--- config.mk ---
export PLATFORM = sky130hd
export DESIGN_NAME = adc_rr_arbiter_flat
export DESIGN_NICKNAME = d
export VERILOG_FILES = /design/src/rtl/adc_rr_arbiter_pkg.sv /design/src/rtl/adc_rr_arbiter_if.sv /design/src/rtl/adc_rr_arbiter_rr_pick3.sv /design/src/rtl/adc_rr_arbiter.sv /design/src/flat_wrapper.sv
export SDC_FILE = /design/constraint.sdc
export NUM_CORES = 1
export LEC_CHECK = 0
export ABC_AREA = 1
export BUFFER_PORTS_ARGS = -buffer_cell sky130_fd_sc_hd__buf_2
export CORE_ASPECT_RATIO = 1.75
export CORE_MARGIN = 1
export CORE_UTILIZATION = 45
export DETAILED_ROUTE_END_ITERATION = 12
export MAX_ROUTING_LAYER = met4
export PLACE_DENSITY = 0.79
export SKIP_CTS_REPAIR_TIMING = 1
export SLEW_MARGIN = 20
export SYNTH_ARGS = -nofsm -noshare
export SYNTH_HDL_FRONTEND = slang
export SYNTH_SLANG_ARGS = --single-unit
--- constraint.sdc ---
create_clock -name clock -period 2.9 [get_ports clock]
set_input_delay 0.58 -clock clock [delete_from_list [all_inputs] [get_ports clock]]
set_output_delay 0.58 -clock clock [all_outputs]
set_load 0.02 [all_outputs]
--- src/rtl/adc_rr_arbiter_pkg.sv ---
// Shared types and constants for the A/D converter round-robin arbiter.
// Also used by the 3-channel picker, which is shared with other sequencers.
package adc_arb_pkg;

  localparam int NCONS = 3;
  localparam int CNT_W = 8;

  typedef enum logic [2:0] {
    ARB    = 3'd0,
    EOC_LO = 3'd1,
    EOC_HI = 3'd2,
    DAV    = 3'd3,
    RFD_LO = 3'd4,
    RFD_HI = 3'd5
  } arb_state_e;

  // Advance a consumer index modulo 3; an out-of-range index wraps to 0.
  function automatic logic [1:0] next_idx(input logic [1:0] idx);
    return (idx >= 2'd2) ? 2'd0 : idx + 2'd1;
  endfunction

endpackage

--- src/rtl/adc_rr_arbiter_if.sv ---
// Converter and consumer signals of the arbiter, bundled as one interface.
// The master side is the arbiter; the slave side is the converter plus consumers.
interface adc_rr_arbiter_if;
  import adc_arb_pkg::*;

  logic             soc;
  logic             eoc;
  logic [7:0]       x;
  logic [NCONS-1:0] req;
  logic [7:0]       data;
  logic [NCONS-1:0] dav_;
  logic [NCONS-1:0] rfd;
  logic [1:0]       gnt;
  logic             err;

  modport master (
    output soc, data, dav_, gnt, err,
    input  eoc, x, req, rfd
  );

  modport slave (
    input  soc, data, dav_, gnt, err,
    output eoc, x, req, rfd
  );

endinterface

--- src/rtl/adc_rr_arbiter_rr_pick3.sv ---
// Combinational round-robin picker for three requesters.
// Searches ptr+1, ptr+2, ptr (mod 3) and reports the first active requester.
module rr_pick3
  import adc_arb_pkg::*;
(
  input  logic [NCONS-1:0] i_req,
  input  logic [1:0]       i_ptr,
  output logic             o_any,
  output logic [1:0]       o_w
);

  logic [1:0] w_cand;

  always_comb begin
    o_any  = 1'b0;
    o_w    = 2'd0;
    w_cand = i_ptr;
    for (int k = 0; k < NCONS; k++) begin
      w_cand = next_idx(w_cand);
      if (!o_any && i_req[w_cand]) begin
        o_any = 1'b1;
        o_w   = w_cand;
      end
    end
  end

endmodule

--- src/rtl/adc_rr_arbiter.sv ---
// Shares one soc/eoc A/D converter among three dav_/rfd consumers, granted
// round-robin, with a per-phase eoc watchdog that aborts a stuck conversion.
module adc_rr_arbiter
  import adc_arb_pkg::*;
#(
  parameter int TMO = 255
) (
  input  logic              clock,
  input  logic              reset_,
  adc_rr_arbiter_if.master  bus
);

  arb_state_e       r_state, w_state_nxt;
  logic [CNT_W-1:0] r_cnt, w_cnt_nxt;
  logic [1:0]       r_ptr, w_ptr_nxt;
  logic [1:0]       r_gnt, w_gnt_nxt;
  logic             r_soc, w_soc_nxt;
  logic [7:0]       r_data, w_data_nxt;
  logic [NCONS-1:0] r_dav_, w_dav_nxt;
  logic             r_err, w_err_nxt;

  logic             w_any;
  logic [1:0]       w_win;
  logic             w_tmo;

  rr_pick3 u_pick (
    .i_req (bus.req),
    .i_ptr (r_ptr),
    .o_any (w_any),
    .o_w   (w_win)
  );

  // The counter is cleared on entry to each eoc phase, so TMO-1 marks the TMO-th edge there.
  assign w_tmo = (r_cnt == CNT_W'(TMO - 1));

  always_ff @(posedge clock or negedge reset_) begin
    if (!reset_) begin
      r_state <= ARB;
      r_cnt   <= '0;
      r_ptr   <= 2'd2;
      r_gnt   <= 2'd0;
      r_soc   <= 1'b0;
      r_data  <= 8'h00;
      r_dav_  <= '1;
      r_err   <= 1'b0;
    end else begin
      r_state <= w_state_nxt;
      r_cnt   <= w_cnt_nxt;
      r_ptr   <= w_ptr_nxt;
      r_gnt   <= w_gnt_nxt;
      r_soc   <= w_soc_nxt;
      r_data  <= w_data_nxt;
      r_dav_  <= w_dav_nxt;
      r_err   <= w_err_nxt;
    end
  end

  always_comb begin
    w_state_nxt = r_state;
    w_cnt_nxt   = r_cnt;
    w_ptr_nxt   = r_ptr;
    w_gnt_nxt   = r_gnt;
    w_soc_nxt   = r_soc;
    w_data_nxt  = r_data;
    w_dav_nxt   = r_dav_;
    w_err_nxt   = r_err;
    unique case (r_state)
      ARB: begin
        if (w_any) begin
          w_gnt_nxt   = w_win;
          w_soc_nxt   = 1'b1;
          w_cnt_nxt   = '0;
          w_state_nxt = EOC_LO;
        end
      end
      EOC_LO: begin
        if (!bus.eoc) begin
          w_soc_nxt   = 1'b0;
          w_cnt_nxt   = '0;
          w_state_nxt = EOC_HI;
        end else if (w_tmo) begin
          w_soc_nxt   = 1'b0;
          w_err_nxt   = 1'b1;
          w_ptr_nxt   = r_gnt;
          w_state_nxt = ARB;
        end else begin
          w_cnt_nxt = r_cnt + CNT_W'(1);
        end
      end
      EOC_HI: begin
        if (bus.eoc) begin
          w_data_nxt  = bus.x;
          w_state_nxt = DAV;
        end else if (w_tmo) begin
          w_err_nxt   = 1'b1;
          w_ptr_nxt   = r_gnt;
          w_state_nxt = ARB;
        end else begin
          w_cnt_nxt = r_cnt + CNT_W'(1);
        end
      end
      DAV: begin
        w_dav_nxt[r_gnt] = 1'b0;
        w_state_nxt      = RFD_LO;
      end
      RFD_LO: begin
        if (!bus.rfd[r_gnt]) begin
          w_dav_nxt[r_gnt] = 1'b1;
          w_state_nxt      = RFD_HI;
        end
      end
      RFD_HI: begin
        if (bus.rfd[r_gnt]) begin
          w_ptr_nxt   = r_gnt;
          w_state_nxt = ARB;
        end
      end
      default: w_state_nxt = ARB;
    endcase
  end

  assign bus.soc  = r_soc;
  assign bus.data = r_data;
  assign bus.dav_ = r_dav_;
  assign bus.gnt  = r_gnt;
  assign bus.err  = r_err;

endmodule

--- src/flat_wrapper.sv ---
// flat-port wrapper written by rule: the top's interface ports become plain ports
module adc_rr_arbiter_flat import adc_arb_pkg::*;
#(
  parameter int TMO = 255
)
  (clock, reset_, bus_soc, bus_data, bus_dav_, bus_gnt, bus_err, bus_eoc, bus_x, bus_req, bus_rfd);
  adc_rr_arbiter_if bus_i ();
  input  logic clock;
  input  logic reset_;
  output wire logic [$bits(bus_i.soc)-1:0] bus_soc;
  output wire logic [$bits(bus_i.data)-1:0] bus_data;
  output wire logic [$bits(bus_i.dav_)-1:0] bus_dav_;
  output wire logic [$bits(bus_i.gnt)-1:0] bus_gnt;
  output wire logic [$bits(bus_i.err)-1:0] bus_err;
  input wire logic [$bits(bus_i.eoc)-1:0] bus_eoc;
  input wire logic [$bits(bus_i.x)-1:0] bus_x;
  input wire logic [$bits(bus_i.req)-1:0] bus_req;
  input wire logic [$bits(bus_i.rfd)-1:0] bus_rfd;
  assign bus_soc = bus_i.soc;
  assign bus_data = bus_i.data;
  assign bus_dav_ = bus_i.dav_;
  assign bus_gnt = bus_i.gnt;
  assign bus_err = bus_i.err;
  assign bus_i.eoc = bus_eoc;
  assign bus_i.x = bus_x;
  assign bus_i.req = bus_req;
  assign bus_i.rfd = bus_rfd;
  adc_rr_arbiter #(.TMO(TMO)) u_core (.clock(clock), .reset_(reset_), .bus(bus_i));
endmodule
==> metrics, run 1 <==
status finished clean; syn nets 220; input/output buffers 31; Post-synth ARST share 1.00; relative slew slack 0.593; DRC 0; critical path class reg2reg; largest net degree at the start of global routing 29; Max Buffers Root-to-Sink 2; crit path buf inv count 0; leak pwr 1.05 nW; clk_lat worst skew roughly 270 ps; PwrDens between 900 and 1000 nW/µm²; crit-path leading delay family simple AND/OR/NAND/NOR gates; dpl ws ~1100 ps; area grow syn2layout 15.4%; Crit Path Max Fanout 12; H-tree Lvls 1; Crit. End Element flip-flop; mean routed wirelength per cell 12.3 µm; Avg Cell Area, Syn approximately 8.1 µm²; vias in the first global route 1402; final setup violating endpoints 0; Final WS setup 1190 ps; Total Routing Usage GR 0.209; Sink Count 28; Die Ht 81.4 µm; die span in x approximately 47 µm; CP peak stage delay 480 ps; CP max-delay cell dfrtp_1; Yosys top cell area share 0.371; Die ar. 3850 µm²; Overflow after GRT 0; clock buffer count from CTS 3; number of synthesized flops with an enable pin 0; unrepaired setup endpoints after global routing no; fin nets 254; final hold viol count 0; core area approximately 3400 µm²; Setup TNS 0 ps; Clock Root Buffer clkbuf_8; IO Count 32; mapped cell area 1620 µm²; main area contributors after synthesis dfrtp_1, nand2_1, mux2_4, dfstp_2, nand3_1; fmax around 600 MHz; number of synthesized register bits 28; distinct cell type count after synthesis 29; Final Cycle Share 0.589; Worst Tran Pin Value 610 ps; Worst-path clk slew around 90 ps; critical path arrival roughly 1900 ps; Vias per Instance 5.18; worst vdd ir slightly above 0.5 mV; Initial Utilization 0.477; yosys warns 0; Clock Skews 5.23 ps; critical path data required time between 3000 and 4000 ps; most frequent cell after synthesis nand2_1; HPWL Detailed 2.62 mm; routability cong. between 0.8 and 0.9; Max Cap Violations 0; top cells by count, synth nand2_1, dfrtp_1, nand3_1; sequential-to-total area share from yosys stat 0.436; crit path cell chain nor3_2 -> nand2_1 -> nand2_1 -> nor2_1 -> nand2_1 -> nand2_1 -> o21ai_1; Top FF cell, synth dfrtp_1; 1st-pass router iterations 4; initial DRC count 48; Cell Count, Final, Fillers Out between 200 and 300; Routed Antenna Nets 0; Final min period about 1700 ps; initial antenna violation count 0; Synth area leader dfrtp_1; Top cell by count, worst path nand2_1; Worst Hold Class in2async; total wire length between 3 and 4 mm; Post-Synthesis Cells between 200 and 250; first-pass GRT wire length between 5 and 6 mm; ANT cells 0; Power Total about 1.8 mW; Cell Count Post-Placement between 200 and 300; row cnt 28; layout cells sized above 1 0.261; CTS tree yes; via count of the routed design approximately 1400; CP Launch Type flip-flop; max-slew violation count 0
==> where the power goes <==
part / leakage [nW] / total [mW] / switching, mW / internal [mW]
Combinational: 0.667 / 0.882 / 0.545 / 0.338
Clock: 0.0288 / 0.238 / 0.117 / 0.121
Sequential: 0.352 / 0.674 / 0.135 / 0.540
Total: 1.05 / 1.79 / 0.796 / 0.999
==> cell type report <==
type	instances	area (µm²)
repair buffers	31	155
flip-flops and latches	28	706
multi-input cells	149	816
well taps	45	56.3
inverters	22	82.6
fillers	333	1530
clock buffers	4	55.1
==> path summary, 6_finish.rpt <==
path	startpoint	endpoint	slack, ps	cells past startpoint
setup / recovery	u_core.r_state[2]$_DFFE_PN0P_	u_core.r_ptr[1]$_DFFE_PN1P_	1190	7
hold / removal	reset_	u_core.r_cnt[2]$_DFFE_PN0P_	310	1
setup reg to reg	u_core.r_state[2]$_DFFE_PN0P_	u_core.r_ptr[1]$_DFFE_PN1P_	1190	7
hold reg to reg	u_core.bus.err$_DFFE_PN0P_	u_core.bus.err$_DFFE_PN0P_	480	1
max in group asynchronous	reset_	u_core.bus.soc$_DFFE_PN0P_	2200	1
min in group clock	u_core.bus.err$_DFFE_PN0P_	u_core.bus.err$_DFFE_PN0P_	480	1
==> cell families (layout without fill, tap and decap cells) <==
kind of cell    after synthesis  in the layout  synth area share
fa+ha+maj                     2              2            0.0154
simple gates                120            120             0.339
flops                        28             28             0.436
mux                           8              8            0.0741
xor+xnor                      2              2            0.0108
compound gates               17             17            0.0641
buf+inv                      24             57            0.0610
==> routing by layer <==
layer / GRT usage / vias to the layer above / share of wire
li1: - / 711 / -
met1: 0.215 / 699 / 0.38
met2: 0.374 / 27 / 0.58
met3: 0.0222 / 9 / 0.020
met4: 0.0914 / 0 / 0.022
met5: - / - / 0
==> stage by stage <==
step           hold slack, ps  cell area (µm²)  utilization
6_report                  309             1870        0.550
5_1_grt                   347             1870        0.550
4_1_cts                   327             1870        0.550
3_5_place_dp              458             1820        0.534
3_3_place_gp              454             1820        0.534
2_1_floorplan             284             1620            -
==> layout by cell type (no fill, tap or decap) <==
cell / Yosys / layout
a21o_1: 1 / 1
a21oi_1: 2 / 2
and3_1: 1 / 1
buf_2: 1 / 31
clkbuf_8: 0 / 4
dfrtp_1: 24 / 24
dfstp_2: 4 / 4
ha_1: 2 / 2
inv_1: 17 / 17
inv_2: 5 / 5
mux2_4: 8 / 8
nand2_1: 69 / 69
nand2_2: 1 / 1
nand3_1: 18 / 18
nand3_2: 1 / 1
nand3_4: 2 / 2
nand3b_1: 1 / 1
nand4_1: 4 / 4
nor2_1: 16 / 16
nor2_2: 2 / 2
nor3_1: 1 / 1
nor3_2: 2 / 2
o21ai_0: 3 / 3
o21ai_1: 9 / 9
o21bai_1: 1 / 1
o21bai_4: 1 / 1
or2_0: 1 / 1
or2_1: 1 / 1
xor2_1: 2 / 2
==> worst register-to-register path: stages (launching register included) <==
cell and delay, ps:
dfrtp_1 480, nor3_2 260, nand2_1 400, nand2_1 190
nor2_1 60, nand2_1 120, nand2_1 60, o21ai_1 70
Power figures use the tool's default switching activity.
==> run 2: changes to the inputs <==
Settings changed: ABC_AREA 1 to 0, PLACE_DENSITY 0.79 to 0.83.
Clock period 2.9 ns to 1.5 ns, I/O delays scaled along.
==> run 2 against run 1 <==
  * The run now ends with setup timing left
  * Die area shrank 7.8%
  * Critical path type unchanged
  * Setup slack got worse by 1300 ps
  * Cell count fell by 16%
  * Largest cell class unchanged
  * First-iteration DRC count shrank 19%
  * Via count is 6.9% lower
  * Synthesized cell count fell by 32%
  * Clock-buffer cell count down 1
  * Clock power increased to 2.6 times the previous value
  * Fmax rose by 8.3%
  * Sequential power up 82%
==> metrics, run 2 <==
sequential-to-total area share from yosys stat 0.474 (was 0.436); syn nets 156 (was 220); layout cells sized above 1 0.414 (was 0.261); unrepaired setup endpoints after global routing yes (was no); Final Cycle Share 1.05 (was 0.589); Max Cap Violations 0 (unchanged); H-tree Lvls 1 (unchanged); fillcell total 262 (was 333); clock buffer count from CTS 3 (unchanged); post-layout util 0.624 (was 0.550); area occupied by multi-input gates 763 µm² (was 816 µm²); Sink Count 28 (unchanged); Final WS setup -76.7 ps (was 1190 ps); Vias per Instance 5.75 (was 5.18); Die Ht 78.1 µm (was 81.4 µm); row cnt 27 (was 28); Worst Hold Class in2async (unchanged); max-slew violation count 0 (unchanged); mapped cell area 1490 µm² (was 1620 µm²); top cells by count, synth dfrtp_1, mux2_1, o21ai_1 (was nand2_1, dfrtp_1, nand3_1); fin nets 211 (was 254); most frequent cell after synthesis dfrtp_1 (was nand2_1); final setup violating endpoints 8 (was 0); Reg2Reg Depth 4 (was 7); failing checks setup timing; leak pwr 0.927 nW (was 1.05 nW); largest net degree at the start of global routing 29 (unchanged); Routed Antenna Nets 0 (unchanged); critical path class reg2reg (unchanged); CP max-delay cell dfrtp_2 (was dfrtp_1); Final min period 1580 ps (was 1710 ps); Overflow after GRT 0 (unchanged); via count of the routed design 1346 (was 1446); r2r setup slk -80 ps (was 1190 ps); worst vdd ir 0.901 mV (was 0.510 mV); die span in x 45.5 µm (was 47.4 µm); routability cong. 0.901 (was 0.844); critical path data required time 1670 ps (was 3110 ps); number of synthesized flops with an enable pin 0 (unchanged); total wire length 3.69 mm (was 3.43 mm); FF/Latch Area 708 µm² (was 706 µm²); core area 3140 µm² (was 3400 µm²); fmax 634 MHz (was 585 MHz); initial DRC count 39 (was 48); Avg Cell Area, Syn 10.9 µm² (was 8.06 µm²); Synth area leader dfrtp_1 (unchanged); first-pass GRT wire length 6.00 mm (was 5.68 mm); CTS tree yes (unchanged); PwrDens 1880 nW/µm² (was 960 nW/µm²); vias in the first global route 1439 (was 1402); crit path cell chain nor4b_4 -> a31oi_2 -> o22ai_2 -> mux2_4 (was nor3_2 -> nand2_1 -> nand2_1 -> nor2_1 -> nand2_1 -> nand2_1 -> o21ai_1); Worst Tran Pin Value 622 ps (was 610 ps); critical path arrival 1750 ps (was 1920 ps); Top FF cell, synth dfrtp_1 (unchanged); R2R Path Start u_core.r_state[0]$_DFFE_PN0P_ (was u_core.r_state[2]$_DFFE_PN0P_); distinct cell type count after synthesis 42 (was 29); Crit. End Element flip-flop (unchanged); ANT cells 0 (unchanged); CP Launch Type flip-flop (unchanged); final hold viol count 0 (unchanged); DRC 0 (unchanged); area grow syn2layout 31.8% (was 15.4%); Total Routing Usage GR 0.235 (was 0.209); Clock Root Buffer clkbuf_8 (unchanged); Worst-path clk slew 100 ps (was 90 ps); Final Cell Area 1960 µm² (was 1870 µm²); 1st-pass router iterations 4 (unchanged); relative slew slack 0.585 (was 0.593); Clock Skews 4.38 ps (was 5.23 ps); Crit Path Max Fanout 5 (was 12); Die ar. 3550 µm² (was 3850 µm²); Max Buffers Root-to-Sink 2 (unchanged); Post-Synthesis Cells 137 (was 201); commonest non-fill, non-tap cell in the layout buf_2 (was nand2_1); dpl cell area 1840 µm² (was 1820 µm²); initial antenna violation count 0 (unchanged); mean routed wirelength per cell 15.8 µm (was 12.3 µm); HPWL Detailed 2.88 mm (was 2.62 mm); Yosys top cell area share 0.403 (was 0.371); input/output buffers 31 (unchanged); yosys warns 0 (unchanged); number of synthesized register bits 28 (unchanged); FF-to-FF End u_core.r_ptr[0]$_DFFE_PN0P_ (was u_core.r_ptr[1]$_DFFE_PN1P_); clk_lat worst skew 280 ps (was 270 ps); status finished with violations (was finished clean); IO Count 32 (unchanged); Initial Utilization 0.474 (was 0.477); commonest cells after routing, fill and taps aside buf_2, buf_4, dfrtp_1, mux2_1, o21ai_1 (was nand2_1, buf_2, dfrtp_1, nand3_1, inv_1); main area contributors after synthesis dfrtp_1, mux2_1, dfstp_2, a22o_1, o21ai_1 (was dfrtp_1, nand2_1, mux2_4, dfstp_2, nand3_1); Post-synth ARST share 1.00 (unchanged); CP peak stage delay 460 ps (was 480 ps); Setup TNS -400 ps (was 0 ps)
[run 2: changes by cell type after synthesis, sizes merged, moves of 4 or more]
cell,change
nand3,-15
nor2b,+6
a22o,+5
nor2,-13
o22ai,+4
inv,-14
nand2,-63
[run 2: power breakdown]
group          total, mW  internal, mW  switching [mW]
sequential          1.23          1.04           0.185
clock              0.609         0.358           0.251
combinational       1.85         0.857           0.991
[run 2: kinds of logic after synthesis]
kind of cell             share of synthesized area
AO/OA/AOI/OAI                                0.217
adder cells (fa/ha/maj)                     0.0168
buffers and inverters                       0.0412
flip-flops                                   0.474
multiplexers                                0.0924
AND/OR/NAND/NOR                              0.159
[run 2: cell type report]
class | instances | area share
multi-input cells | 96 | 0.389
flip-flops and latches | 28 | 0.361
repair buffers | 55 | 0.171
well taps | 43 | 0.0274
clock buffers | 3 | 0.0210
clock inverters | 1 | 0.0153
inverters | 8 | 0.0153
[run 2: worst max-delay path by stage]
stage	slack [ps]	cells after the start	endpoint	start
after CTS	-100	5	u_core.r_cnt[0]$_DFFE_PN0P_	u_core.r_state[0]$_DFFE_PN0P_
final	-80	4	u_core.r_ptr[0]$_DFFE_PN0P_	u_core.r_state[0]$_DFFE_PN0P_
after global routing	-140	4	u_core.r_ptr[0]$_DFFE_PN0P_	u_core.r_state[0]$_DFFE_PN0P_
after global placement	-9	5	u_core.r_cnt[0]$_DFFE_PN0P_	u_core.r_state[0]$_DFFE_PN0P_
after floorplan	-2	4	u_core.r_ptr[0]$_DFFE_PN0P_	u_core.bus.gnt[0]$_DFFE_PN0P_
after detailed placement	-90	5	u_core.r_cnt[0]$_DFFE_PN0P_	u_core.r_state[0]$_DFFE_PN0P_
[run 2: metal layers]
| layer | GRT usage | vias to the layer above | share of wire |
|---|---|---|---|
| li1 | - | 619 | - |
| met1 | 0.220 | 678 | 0.36 |
| met3 | 0.0253 | 13 | 0.022 |
| met2 | 0.429 | 36 | 0.58 |
| met5 | - | - | 0 |
| met4 | 0.133 | 0 | 0.037 |
[run 2: critical path: cells and delay by family (launching register included)]
kind	cells	cell delay, ps
compound gates	2	310
flops	1	460
mux	1	320
simple gates	1	370
[run 2: stage by stage]
| step | setup slack, ps | power (mW) | instances | hold WS, ps |
|---|---|---|---|---|
| floorplan | -1.92 | 2.28 | 137 | 4.41 |
| global placement | -8.59 | 2.91 | 229 | 338 |
| detailed placement | -86.0 | 3.00 | 229 | 352 |
| CTS | -99.5 | 3.60 | 233 | 42.9 |
| global route | -144 | 3.91 | 234 | 65.7 |
| finish | -76.7 | 3.69 | 234 | 23.3 |
==> run 3: changes to the inputs <==
Settings changed: CORE_ASPECT_RATIO 1.75 to 1.2.
==> run 3 against run 2 <==
  * Global-route usage decreased by 1.9 points
  * Sequential cell count unchanged
  * Highest routed layer unchanged
  * The run still ends with setup timing left
  * Sequential share of layout area increased by 1.5 points
  * Worst hold slack improved by 150 ps
  * Largest cell class unchanged
  * Sequential power about the same
  * Register-to-register slack improved by 20 ps
  * Non-clock buffer count decreased by 3
  * Combinational power decreased by 9%
  * Critical path depth unchanged
  * Clock skew decreased by 0.73 ps
  * Fmax increased by 1.2%
==> metrics, run 3 (synthesized netlist as in run 2, its figures left out) <==
commonest non-fill, non-tap cell in the layout buf_2 (unchanged); 1st-pass router iterations 4 (unchanged); fin nets 208 (was 211); post-layout util 0.607 (was 0.624); met1 Usage GRT 0.237 (was 0.220); leak pwr 0.899 nW (was 0.927 nW); ANT cells 0 (unchanged); Crit Path Max Fanout 6 (was 5); input/output buffers 31 (unchanged); relative slew slack 0.586 (was 0.585); Final min period 1560 ps (was 1580 ps); total wire length 3.31 mm (was 3.69 mm); row cnt 22 (was 27); IO Count 32 (unchanged); fillcell total 263 (was 262); Routed Antenna Nets 0 (unchanged); Die Ht 65.0 µm (was 78.1 µm); grt met3 use 0.0211 (was 0.0253); clock buffer count from CTS 3 (unchanged); CTS tree yes (unchanged); die span in x 54.5 µm (was 45.5 µm); unrepaired setup endpoints after global routing yes (unchanged); Setup TNS -174 ps (was -400 ps); max-slew violation count 0 (unchanged); H-tree Lvls 1 (unchanged); commonest cells after routing, fill and taps aside buf_2, buf_4, dfrtp_1, mux2_1, o21ai_1 (unchanged); core area 3110 µm² (was 3140 µm²); Final WS setup -58.0 ps (was -76.7 ps); Vias per Instance 5.76 (was 5.75); Worst Hold Class in2reg (was in2async); critical path data required time 1730 ps (was 1670 ps); Final Cycle Share 1.04 (was 1.05); critical path arrival 1790 ps (was 1750 ps); routability cong. 0.917 (was 0.901); hold slack 169 ps (was 23.3 ps); DRC 0 (unchanged); Max Cap Violations 0 (unchanged); clk_lat worst skew 330 ps (was 280 ps); failing checks setup timing (unchanged); status finished with violations (unchanged); Sink Count 28 (unchanged); initial DRC count 29 (was 39); Clock Skews 3.65 ps (was 4.38 ps); final hold viol count 0 (unchanged); first-pass GRT wire length 5.44 mm (was 6.00 mm); Die ar. 3540 µm² (was 3550 µm²); Cell Count, Final, Fillers Out 224 (was 234); via count of the routed design 1290 (was 1346); mean routed wirelength per cell 14.8 µm (was 15.8 µm); largest net degree at the start of global routing 29 (unchanged); fmax 642 MHz (was 634 MHz); Crit. End Element flip-flop (unchanged); Cell Count Post-Placement 219 (was 229); critical path class reg2reg (unchanged); layout cells sized above 1 0.399 (was 0.414); Overflow after GRT 0 (unchanged); met2 Resource Use GR 0.378 (was 0.429); initial antenna violation count 0 (unchanged); worst vdd ir 1.23 mV (was 0.901 mV); Initial Utilization 0.479 (was 0.474); PwrDens 1820 nW/µm² (was 1880 nW/µm²); vias in the first global route 1263 (was 1439); HPWL Detailed 2.54 mm (was 2.88 mm); Worst-path clk slew 150 ps (was 100 ps); busiest grt layer met2 (unchanged); final setup violating endpoints 4 (was 8); Total Routing Usage GR 0.216 (was 0.235); Max Buffers Root-to-Sink 2 (unchanged); CP Launch Type flip-flop (unchanged); area grow syn2layout 26.9% (was 31.8%); Clock Root Buffer clkbuf_4 (was clkbuf_8); Worst Tran Pin Value 620 ps (was 622 ps)
==> run 3: path summary, 6_finish.rpt <==
path	startpoint	slack (ps)	endpoint	depth (start not counted)
min	bus_x[2]	170	u_core.bus.data[2]$_DFFE_PN0P_	2
max in group asynchronous	reset_	580	u_core.r_state[0]$_DFFE_PN0P_	2
max	u_core.r_state[0]$_DFFE_PN0P_	-60	u_core.r_ptr[0]$_DFFE_PN0P_	4
max reg2reg	u_core.r_state[0]$_DFFE_PN0P_	-60	u_core.r_ptr[0]$_DFFE_PN0P_	4
min in group asynchronous	reset_	490	u_core.bus.gnt[1]$_DFFE_PN0P_	2
min reg2reg	flip-flop	490	flip-flop	2
==> run 3: area by class of cell <==
type / instances / area, µm² / area share
well taps: 36 / 45.0 / 0.0238
multi-input cells: 96 / 736 / 0.389
clock inverters: 1 / 30.0 / 0.0159
repair buffers: 52 / 315 / 0.167
clock buffers: 3 / 22.5 / 0.0119
flip-flops and latches: 28 / 711 / 0.376
inverters: 8 / 30.0 / 0.0159
==> run 3: routing by layer <==
layer / wire length (µm) / up-vias
li1: - / 611
met2: 1760 / 31
met5: 0 / -
met3: 101 / 6
met4: 71 / 0
met1: 1370 / 642
==> run 3: where the power goes <==
part,switching (mW),internal [mW],total (mW)
clock,0.231,0.270,0.502
combinational,0.900,0.781,1.68
sequential,0.216,1.05,1.26
total,1.35,2.10,3.44
==> run 3: stage by stage <==
stage | cell area, µm² | setup slack (ps) | power (mW)
6_report | 1890 | -58.0 | 3.44
5_1_grt | 1890 | -120 | 3.67
4_1_cts | 1860 | -83.2 | 3.43
3_5_place_dp | 1810 | -75.2 | 2.93
3_3_place_gp | 1810 | 3.93 | 2.85
2_1_floorplan | 1490 | -1.92 | 2.28
==> run 3: critical path, stage by stage, from the launching register on <==
cell and delay, ps:
dfrtp_2 490, nor4b_4 340, a31oi_2 90, o22ai_2 190, mux2_1 340
